$ cat config.mk
export PLATFORM = sky130hd
export DESIGN_NAME = i2c_arbiter
export DESIGN_NICKNAME = d
export VERILOG_FILES = /design/src/rtl/i2c_arbiter.sv
export SDC_FILE = /design/constraint.sdc
export NUM_CORES = 1
export LEC_CHECK = 0
export BUFFER_PORTS_ARGS = -buffer_cell sky130_fd_sc_hd__buf_2
export CAP_MARGIN = 20
export CORE_ASPECT_RATIO = 0.5
export CORE_MARGIN = 2
export CORE_UTILIZATION = 46
export CTS_CLUSTER_DIAMETER = 30
export CTS_CLUSTER_SIZE = 16
export DETAILED_ROUTE_END_ITERATION = 6
export HOLD_SLACK_MARGIN = 0.15
export PLACE_DENSITY = 0.77
export SLEW_MARGIN = 40
export SYNTH_ARGS = -nofsm -noshare
export SYNTH_HDL_FRONTEND = slang
export SYNTH_SLANG_ARGS = --single-unit
$ cat constraint.sdc
create_clock -name clk -period 1.59 [get_ports clk]
set_input_delay 0.159 -clock clk [delete_from_list [all_inputs] [get_ports clk]]
set_output_delay 0.159 -clock clk [all_outputs]
set_load 0.005 [all_outputs]
$ cat src/rtl/i2c_arbiter.sv
// rtl/i2c_arbiter.sv - round-robin arbiter and transaction sequencer for a shared I2C byte master
module i2c_arbiter #(
  parameter int N       = 4,
  parameter int TIMEOUT = 1024
) (
  input  logic             clk,
  input  logic             rst,
  input  logic [N-1:0]     req,
  input  logic [N-1:0]     req_rw,
  input  logic [8*N-1:0]   req_wdata,
  output logic [N-1:0]     gnt,
  output logic [N-1:0]     req_done,
  output logic             req_err,
  output logic [7:0]       rdata,
  output logic             busy,
  output logic             m_start,
  output logic             m_rw,
  output logic [7:0]       m_wdata,
  output logic             m_abort,
  input  logic             m_busy,
  input  logic             m_done,
  input  logic             m_nack,
  input  logic [7:0]       m_rdata
);

  localparam int IW = (N > 1) ? $clog2(N) : 1;

  typedef enum logic [1:0] {S_IDLE, S_WAIT, S_ABORT, S_DONE} state_t;

  state_t        r_state, w_state_nxt;
  logic [IW-1:0] r_ptr, w_ptr_nxt;
  logic [IW-1:0] r_idx, w_idx_nxt;
  logic [15:0]   r_timer, w_timer_nxt;
  logic [N-1:0]  r_gnt, w_gnt_nxt;
  logic [N-1:0]  r_req_done, w_req_done_nxt;
  logic          r_req_err, w_req_err_nxt;
  logic [7:0]    r_rdata, w_rdata_nxt;
  logic          r_busy, w_busy_nxt;
  logic          r_m_start, w_m_start_nxt;
  logic          r_m_rw, w_m_rw_nxt;
  logic [7:0]    r_m_wdata, w_m_wdata_nxt;
  logic          r_m_abort, w_m_abort_nxt;

  logic          w_found;
  logic [IW-1:0] w_win;
  int            w_k;

  // Search starts just after the last winner so it drops to lowest priority.
  always_comb begin
    w_found = 1'b0;
    w_win   = '0;
    w_k     = 0;
    for (int i = 1; i <= N; i++) begin
      w_k = (int'(r_ptr) + i) % N;
      if (!w_found && req[w_k[IW-1:0]]) begin
        w_found = 1'b1;
        w_win   = w_k[IW-1:0];
      end
    end
  end

  always_comb begin
    w_state_nxt    = r_state;
    w_ptr_nxt      = r_ptr;
    w_idx_nxt      = r_idx;
    w_timer_nxt    = r_timer;
    w_gnt_nxt      = r_gnt;
    w_req_done_nxt = '0;
    w_req_err_nxt  = 1'b0;
    w_rdata_nxt    = r_rdata;
    w_m_start_nxt  = 1'b0;
    w_m_rw_nxt     = r_m_rw;
    w_m_wdata_nxt  = r_m_wdata;
    w_m_abort_nxt  = 1'b0;
    case (r_state)
      S_IDLE: begin
        if (w_found && !m_busy) begin
          w_gnt_nxt        = '0;
          w_gnt_nxt[w_win] = 1'b1;
          w_idx_nxt        = w_win;
          w_m_rw_nxt       = req_rw[w_win];
          w_m_wdata_nxt    = req_wdata[8*w_win +: 8];
          w_m_start_nxt    = 1'b1;
          w_timer_nxt      = '0;
          w_state_nxt      = S_WAIT;
        end
      end
      S_WAIT: begin
        w_timer_nxt = r_timer + 16'd1;
        // Completion takes precedence over a timeout in the same cycle.
        if (m_done) begin
          w_rdata_nxt           = m_rdata;
          w_req_err_nxt         = m_nack;
          w_req_done_nxt[r_idx] = 1'b1;
          w_state_nxt           = S_DONE;
        end else if (r_timer == 16'(TIMEOUT - 1)) begin
          w_m_abort_nxt = 1'b1;
          w_state_nxt   = S_ABORT;
        end
      end
      S_ABORT: begin
        if (!m_busy || m_done) begin
          w_rdata_nxt           = 8'h00;
          w_req_err_nxt         = 1'b1;
          w_req_done_nxt[r_idx] = 1'b1;
          w_state_nxt           = S_DONE;
        end
      end
      S_DONE: begin
        w_gnt_nxt   = '0;
        w_ptr_nxt   = r_idx;
        w_state_nxt = S_IDLE;
      end
      default: w_state_nxt = S_IDLE;
    endcase
    w_busy_nxt = (w_state_nxt != S_IDLE);
  end

  always_ff @(posedge clk) begin
    if (!rst) begin
      r_state    <= S_IDLE;
      r_ptr      <= IW'(N - 1);
      r_idx      <= '0;
      r_timer    <= '0;
      r_gnt      <= '0;
      r_req_done <= '0;
      r_req_err  <= 1'b0;
      r_rdata    <= 8'h00;
      r_busy     <= 1'b0;
      r_m_start  <= 1'b0;
      r_m_rw     <= 1'b0;
      r_m_wdata  <= 8'h00;
      r_m_abort  <= 1'b0;
    end else begin
      r_state    <= w_state_nxt;
      r_ptr      <= w_ptr_nxt;
      r_idx      <= w_idx_nxt;
      r_timer    <= w_timer_nxt;
      r_gnt      <= w_gnt_nxt;
      r_req_done <= w_req_done_nxt;
      r_req_err  <= w_req_err_nxt;
      r_rdata    <= w_rdata_nxt;
      r_busy     <= w_busy_nxt;
      r_m_start  <= w_m_start_nxt;
      r_m_rw     <= w_m_rw_nxt;
      r_m_wdata  <= w_m_wdata_nxt;
      r_m_abort  <= w_m_abort_nxt;
    end
  end

  assign gnt      = r_gnt;
  assign req_done = r_req_done;
  assign req_err  = r_req_err;
  assign rdata    = r_rdata;
  assign busy     = r_busy;
  assign m_start  = r_m_start;
  assign m_rw     = r_m_rw;
  assign m_wdata  = r_m_wdata;
  assign m_abort  = r_m_abort;

endmodule

=== After elaboration in Yosys (flattened, before gate mapping) ===
Index checks and enable logic that the tools add are counted.
W data, S select, Z words.

* Add/sub/neg operators: 5
* Multipliers: 0
* Divide/modulo/power cells: 0
* Magnitude comparators: 8
* Equal/unequal tests: 7
* Shift-type cells: 1
* Multiplexer cells: 42
* Bitwise gates (word level): 2
* Reductions and logical operators: 22

{| class="wikitable"
|+ Operators with widths
! operator !! number
|-
| $pmux W16 S2 || 1
|-
| $shiftx A32 B6 Y8 || 1
|-
| $lt A2 B3 Y1 const B || 6
|-
| $add A16 B1 Y16 const B || 1
|-
| $eq A16 B10 Y1 const B || 1
|-
| $mux W16 || 1
|-
| $mux W2 || 8
|-
| $mux W8 || 2
|-
| $pmux W4 S2 || 2
|-
| $pmux W8 S2 || 1
|-
| $mux W1 || 15
|-
| $mux W4 || 3
|-
| $bmux W1 S2 || 5
|-
| $pmux W2 S4 || 1
|-
| $reduce_and A2 Y1 || 4
|-
| $reduce_bool A2 Y1 || 4
|-
| $logic_and A1 B1 Y1 || 6
|-
| $ne A2 B2 Y1 const B || 3
|-
| $add A2 B1 Y2 const B || 2
|-
| $add A2 B2 Y2 const B || 2
|-
| $demux W1 S2 || 2
|-
| $eq A2 B2 Y1 const B || 2
|-
| $ge A2 B1 Y1 const B || 2
|-
| $logic_not A1 Y1 || 4
|-
| other kinds (7) || 8
|}

* Bits in registers: 51
* Bits in latches: 0
* Bits in writable memories: 0
* Memory bits (read-only): 0
* Input bits: 53
* Word-level logic and storage cells: 100
* Memories: 0

=== Logic depth before layout (Yosys ltp) ===
* Depth after elaboration: 19
* Mapped depth: 8
* Depth with buffers taken out: 7

=== Worst setup path before layout ===
Ideal clock, no wire load.

* Path kind: reg-to-reg
* Start point: register r_state[1]
* End point: register r_rdata[5] (netlist: rdata[5])
* Arrival time: 1.603 ns
* Required time: 1.475 ns
* Path slack: -0.128 ns
* Cell stages (with the launch flop): 9
* Clock period less this slack: 1.718 ns
* Cell sequence: dfxtp_1 -> inv_1 -> ha_1 -> nor2_1 -> o22ai_1 -> clkbuf_1 -> nor3b_1 -> a21oi_1 -> nor2b_1

* Longest elaborated chain between the ends: 3
* Elaborated cells between the ends (all ways): 7
* Those cells by class: eq/ne (4); mux (1); reduce/logical (2)

{| class="wikitable"
|+ Ends and longest elaborated chain
! item !! RTL line !! RTL
|-
| from (decl) || 30 || <nowiki>state_t r_state, w_state_nxt;</nowiki>
|-
| from (signal assigned) || 135 || <nowiki>r_state <= w_state_nxt;</nowiki>
|-
| $eq A2 B2 Y1 or $eq A2 B1 Y1 (tied branches) || 75 || <nowiki>case (r_state)</nowiki>
|-
| $ne A2 B2 Y1 (no source line) or $reduce_bool A2 Y1 (tied branches) || - ||
|-
| $reduce_and A3 Y1 (no source line) || - ||
|-
| to (signal assigned) || 142 || <nowiki>r_rdata <= w_rdata_nxt;</nowiki>
|-
| to (decl) || 37 || <nowiki>logic [7:0] r_rdata, w_rdata_nxt;</nowiki>
|}

Several ways; a longest one is shown, not always the timed one.
A chain may end at the register's enable or synchronous reset.

=== Worst setup path after layout ===
* Start point: register r_timer[11]
* End point: register r_busy (netlist: busy)

* Longest elaborated chain between the ends: 5

{| class="wikitable"
|+ Ends and longest elaborated chain
! item !! RTL line !! RTL
|-
| from (decl) || 33 || <nowiki>logic [15:0] r_timer, w_timer_nxt;</nowiki>
|-
| from (signal assigned) || 138 || <nowiki>r_timer <= w_timer_nxt;</nowiki>
|-
| $eq A16 B10 Y1 || 96 || <nowiki>end else if (r_timer == 16'(TIMEOUT - 1)) begin</nowiki>
|-
| $mux W2 || 96 ||
|-
| $mux W2 || 91 || <nowiki>if (m_done) begin</nowiki>
|-
| $pmux W2 S4 || 75 ||
|-
| $reduce_bool A2 Y1 || 116 || <nowiki>w_busy_nxt = (w_state_nxt != S_IDLE);</nowiki>
|-
| to (signal assigned) || 143 || <nowiki>r_busy <= w_busy_nxt;</nowiki>
|-
| to (decl) || 38 || <nowiki>logic r_busy, w_busy_nxt;</nowiki>
|}

Every way passes these cells.

==> flow_results.org <==
** Outcome
- The flow ran to the end, but the final reports show violations.
- The checks that failed: negative setup slack.

** Logic synthesis
- Warning count from the yosys run :: 0
- In the synthesized netlist the async set-or-reset flop fraction comes to 0%.
- After synthesis, the largest family of logic cells by area is simple AND/OR/NAND/NOR gates.
- Share of synthesized cell area in and, or, nand and nor gates :: 23.05%
- Summing every instance area after synthesis gives approximately 2600 sq um.
- Post-Synth Adder-Cell Area :: 2.937%
- Post-synthesis cell count :: ~270
- Nets in the synthesized netlist :: between 300 and 400
- Post-synthesis mux area share :: about 7.4%
- The synthesized netlist devotes 17.62% of its cell area to compound gates.
- The synthesized netlist contains 51 unique library cells.
- Synthesized area divided by synthesized cell count :: about 9.4 sq um
- Post-synthesis xor/xnor area fraction :: approximately 4.5%
- Sequential cells were found to cover 39.94% of the synthesized design area.
- Post-synthesis register bit count :: 51
- Post-synth EDFFs :: 0
- Dominant register cell in the synthesized netlist :: sky130_fd_sc_hd__dfxtp_1

** Floorplanning
- Width of the die :: 109.4 um
- The die covers 6205 sq um.
- The die is between 50 and 60 um tall.
- Placeable Area :: around 5400 sq um
- Site Rows :: 19
- The initial utilization of the core area, before any placement, comes to about 47%.
- For this design the top-level I/O count stands at 82.

** Timing
- Final worst slack :: -0.02960 ns
- For the final database, setup skew stands at roughly 0.0077 ns.
- Setup repair after global routing could not meet its margin everywhere.
- Fin. max-slew vios :: 0
- Final min period :: between 1.5 and 2 ns
- Final clock period utilization by the worst path :: 101.9%
- Headroom to the max-slew limit came out at approximately four fifths.
- Sum Neg Setup Slack :: -0.05835 ns
- At the pin with the least slew margin, the transition time is ~0.32 ns.
- Maximum clock frequency :: about 0.62 GHz
- The final number of hold-violating endpoints was 0.
- Setup violations remaining at the end of the flow were counted as 3.

** Final layout
- Of the cells placed in the final design, the portion with a size suffix greater than 1 is between 40% and 50%.
- Final design instance area without fill :: between 3000 and 4000 sq um
- Most used cells in the layout excluding fill and tap cells :: sky130_fd_sc_hd__buf_2, sky130_fd_sc_hd__dfxtp_1, sky130_fd_sc_hd__buf_4
- Synthesis-to-layout area growth :: 45.52%
- The number of antenna diodes in the final layout is 0.
- Layout fillers :: roughly 380
- The library cell used most frequently in the layout, excluding fill and tap cells, is sky130_fd_sc_hd__buf_2.
- The final layout contains about 440 nets.

** Setup path
- Category of the critical setup timing path :: reg -> reg
- Slack of the worst reg-to-reg path :: -0.03 ns
- Crit start category :: register
- The critical path ends at busy$_SDFF_PN0_.
- Worst R2R End :: busy$_SDFF_PN0_
- Of all nets on the critical path, the largest fanout is 2.
- The startpoint identified for the worst register-to-register timing path is r_timer[11]$_SDFFE_PN0P_.
- Data arrives at the worst endpoint at 1.87 ns.
- Launch point of the critical path :: r_timer[11]$_SDFFE_PN0P_
- The worst register-to-register path has a depth of 5.
- Worst path required time :: approximately 1.8 ns
- CP endpoint kind :: register

** Place
- Post-placement cell area :: between 3000 and 4000 sq um
- Port buffering added slightly above 80 buffers.
- Detailed placement HPWL :: about 4.6 mm
- The congestion estimate from routability-driven global placement came to 0.8468.

** Clock network
- In this run the clock root is driven by a sky130_fd_sc_hd__clkbuf_8.
- Number of CTS-inserted buffers :: 5
- # clock sinks :: 51
- Counting along the longest clock path gives a buffer depth of 2.
- The clock tree synthesis step divided the H-tree into 2 levels.
- Clock transition at path regs :: roughly 0.1 ns
- CTS tree :: yes
- Clock Latency Late Sink :: 0.31 ns

** Worst hold path
- The path class of the tightest hold or removal check is in -> reg.
- Number of cells on the worst hold path :: 2

** GRT
- Global routing used about 5.1% of the available met3 tracks.
- Maximum number of pins on one net before global-route repair :: 20
- The number of antenna violations at the first check in global routing was 0.
- Leftover overflow at the end of global routing :: 0
- Met1 layer usage reported by global route :: approximately a quarter
- The via count of the first global-routing pass came to 2352.
- Aggregate global-route resource usage :: between 20% and 30%
- Global-route wire length before repair :: between 10 and 15 mm
- GRT Max-Usage Layer :: met2
- Met2 track demand over resource in global routing :: roughly 38%

** Drt
- Mean number of vias per cell :: 5.510
- Starting DRT DRC Count :: roughly 120
- Via count of the routed design :: about 2.5k
- Routed WL per cell :: 15.49 um
- Once detail routing completed, the nets flagged for antenna violations numbered 0.
- Summed over all layers, the routed wires come to slightly above 7 mm.
- First-pass DRT Iterations :: 4
- Post-detailed-route DRC marker count :: 0

** Job
- Across the run, the number of max-cap violations was 0.

** Power and ir drop
- Peak ir drop on the vdd network :: 0.6213 mV
- Static leakage power :: between 1.5 and 2 nW
- Power density relative to cell area :: around 1200 nW/um^2
-- stage by stage --
stage	total power [W]	cells	setup slack [ns]	hold slack, ns	utilization [%]
4_1_cts	0.004257	453	0.0008554	0.1729	64.68
2_1_floorplan	0.002413	272	0.01900	0.2365	-
6_report	0.004551	459	-0.02960	0.1852	68.63
5_1_grt	0.004783	459	-0.1063	0.2018	68.63
3_5_place_dp	0.002995	440	-0.2103	0.3784	59.42
3_3_place_gp	0.002923	440	-0.06655	0.3671	59.42
-- Yosys cell counts, drive strengths merged (8+ instances only) --
library cell | instances | area (sq um)
a21oi | 14 | 70.07
a221oi | 9 | 135.1
buf | 8 | 75.07
dfxtp | 51 | 1021
mux2i | 19 | 190.2
nand2 | 14 | 55.06
nand3 | 10 | 50.05
nor2 | 22 | 82.58
nor2b | 11 | 68.82
nor3b | 10 | 75.07
o21ai | 22 | 117.6
xor2 | 12 | 105.1
-- logic make-up after synthesis --
logic type	count (synthesis)
multiplexers	19
AND/OR/NAND/NOR	104
buffers and inverters	19
adder cells (fa/ha/maj)	6
AO/OA/AOI/OAI	60
flip-flops	51
XOR/XNOR	13
-- area by class of cell --
cell class / count / area (sq um) / share of cell area, %
well taps: 73 / 91.34 / 2.455
clock inverters: 2 / 60.06 / 1.615
inverters: 6 / 27.53 / 0.7400
multi-input cells: 202 / 1644 / 44.20
clock buffers: 6 / 72.57 / 1.951
flip-flops and latches: 51 / 1030 / 27.68
repair buffers: 119 / 794.5 / 21.36
-- how the worst min path moves through the flow --
stage | to | start
floorplan | m_abort$_SDFF_PP0_ | m_done
global placement | req_err$_SDFF_PN0_ | m_nack
detailed placement | req_err$_SDFF_PN0_ | m_nack
CTS | r_ptr[0]$_SDFFE_PN1P_ | rst
global route | m_rw$_SDFFE_PN0P_ | req_rw[2]
finish | r_ptr[0]$_SDFFE_PN1P_ | rst
-- routing by layer --
layer | up-vias | wire length [um]
met5 | - | 0
met4 | 0 | 82
met3 | 11 | 424
met2 | 96 | 3673
met1 | 1214 | 2932
li1 | 1208 | -
-- where the power goes --
part	internal, W	switching, W	total [W]	leakage, nW
clock network	0.000630	0.000451	0.00108	0.0654
logic	0.000979	0.000911	0.00189	1.14
registers	0.00146	0.000118	0.00158	0.416
total	0.00307	0.00148	0.00455	1.62
-- worst max-delay path, cell delays in order (launching register included) --
cell and delay (ns):
sky130_fd_sc_hd__dfxtp_1 0.34, sky130_fd_sc_hd__or4_4 0.55, sky130_fd_sc_hd__nor3_4 0.17, sky130_fd_sc_hd__a31oi_2 0.13, sky130_fd_sc_hd__o32ai_2 0.24, sky130_fd_sc_hd__nand3b_1 0.14
-- flip-flops by register name (all words and copies together) (netlist names) --
signal	flops
m_rw	1
r_state	2
m_wdata	8
rdata	8
m_start	1
busy	1
req_err	1
req_done	4
r_ptr	2
gnt	4
r_idx	2
m_abort	1
r_timer	16
-- repair_timing --
action | CTS | global route
buffers inserted | 2 | 5
setup endpoints to repair | 35 | 42
hold endpoints to repair | 2 | 0
hold buffers | 2 | 0
pin swaps | 3 | 20
gates cloned | 1 | 1
gates resized for setup | 23 | 30
Power figures use the tool's default switching activity.
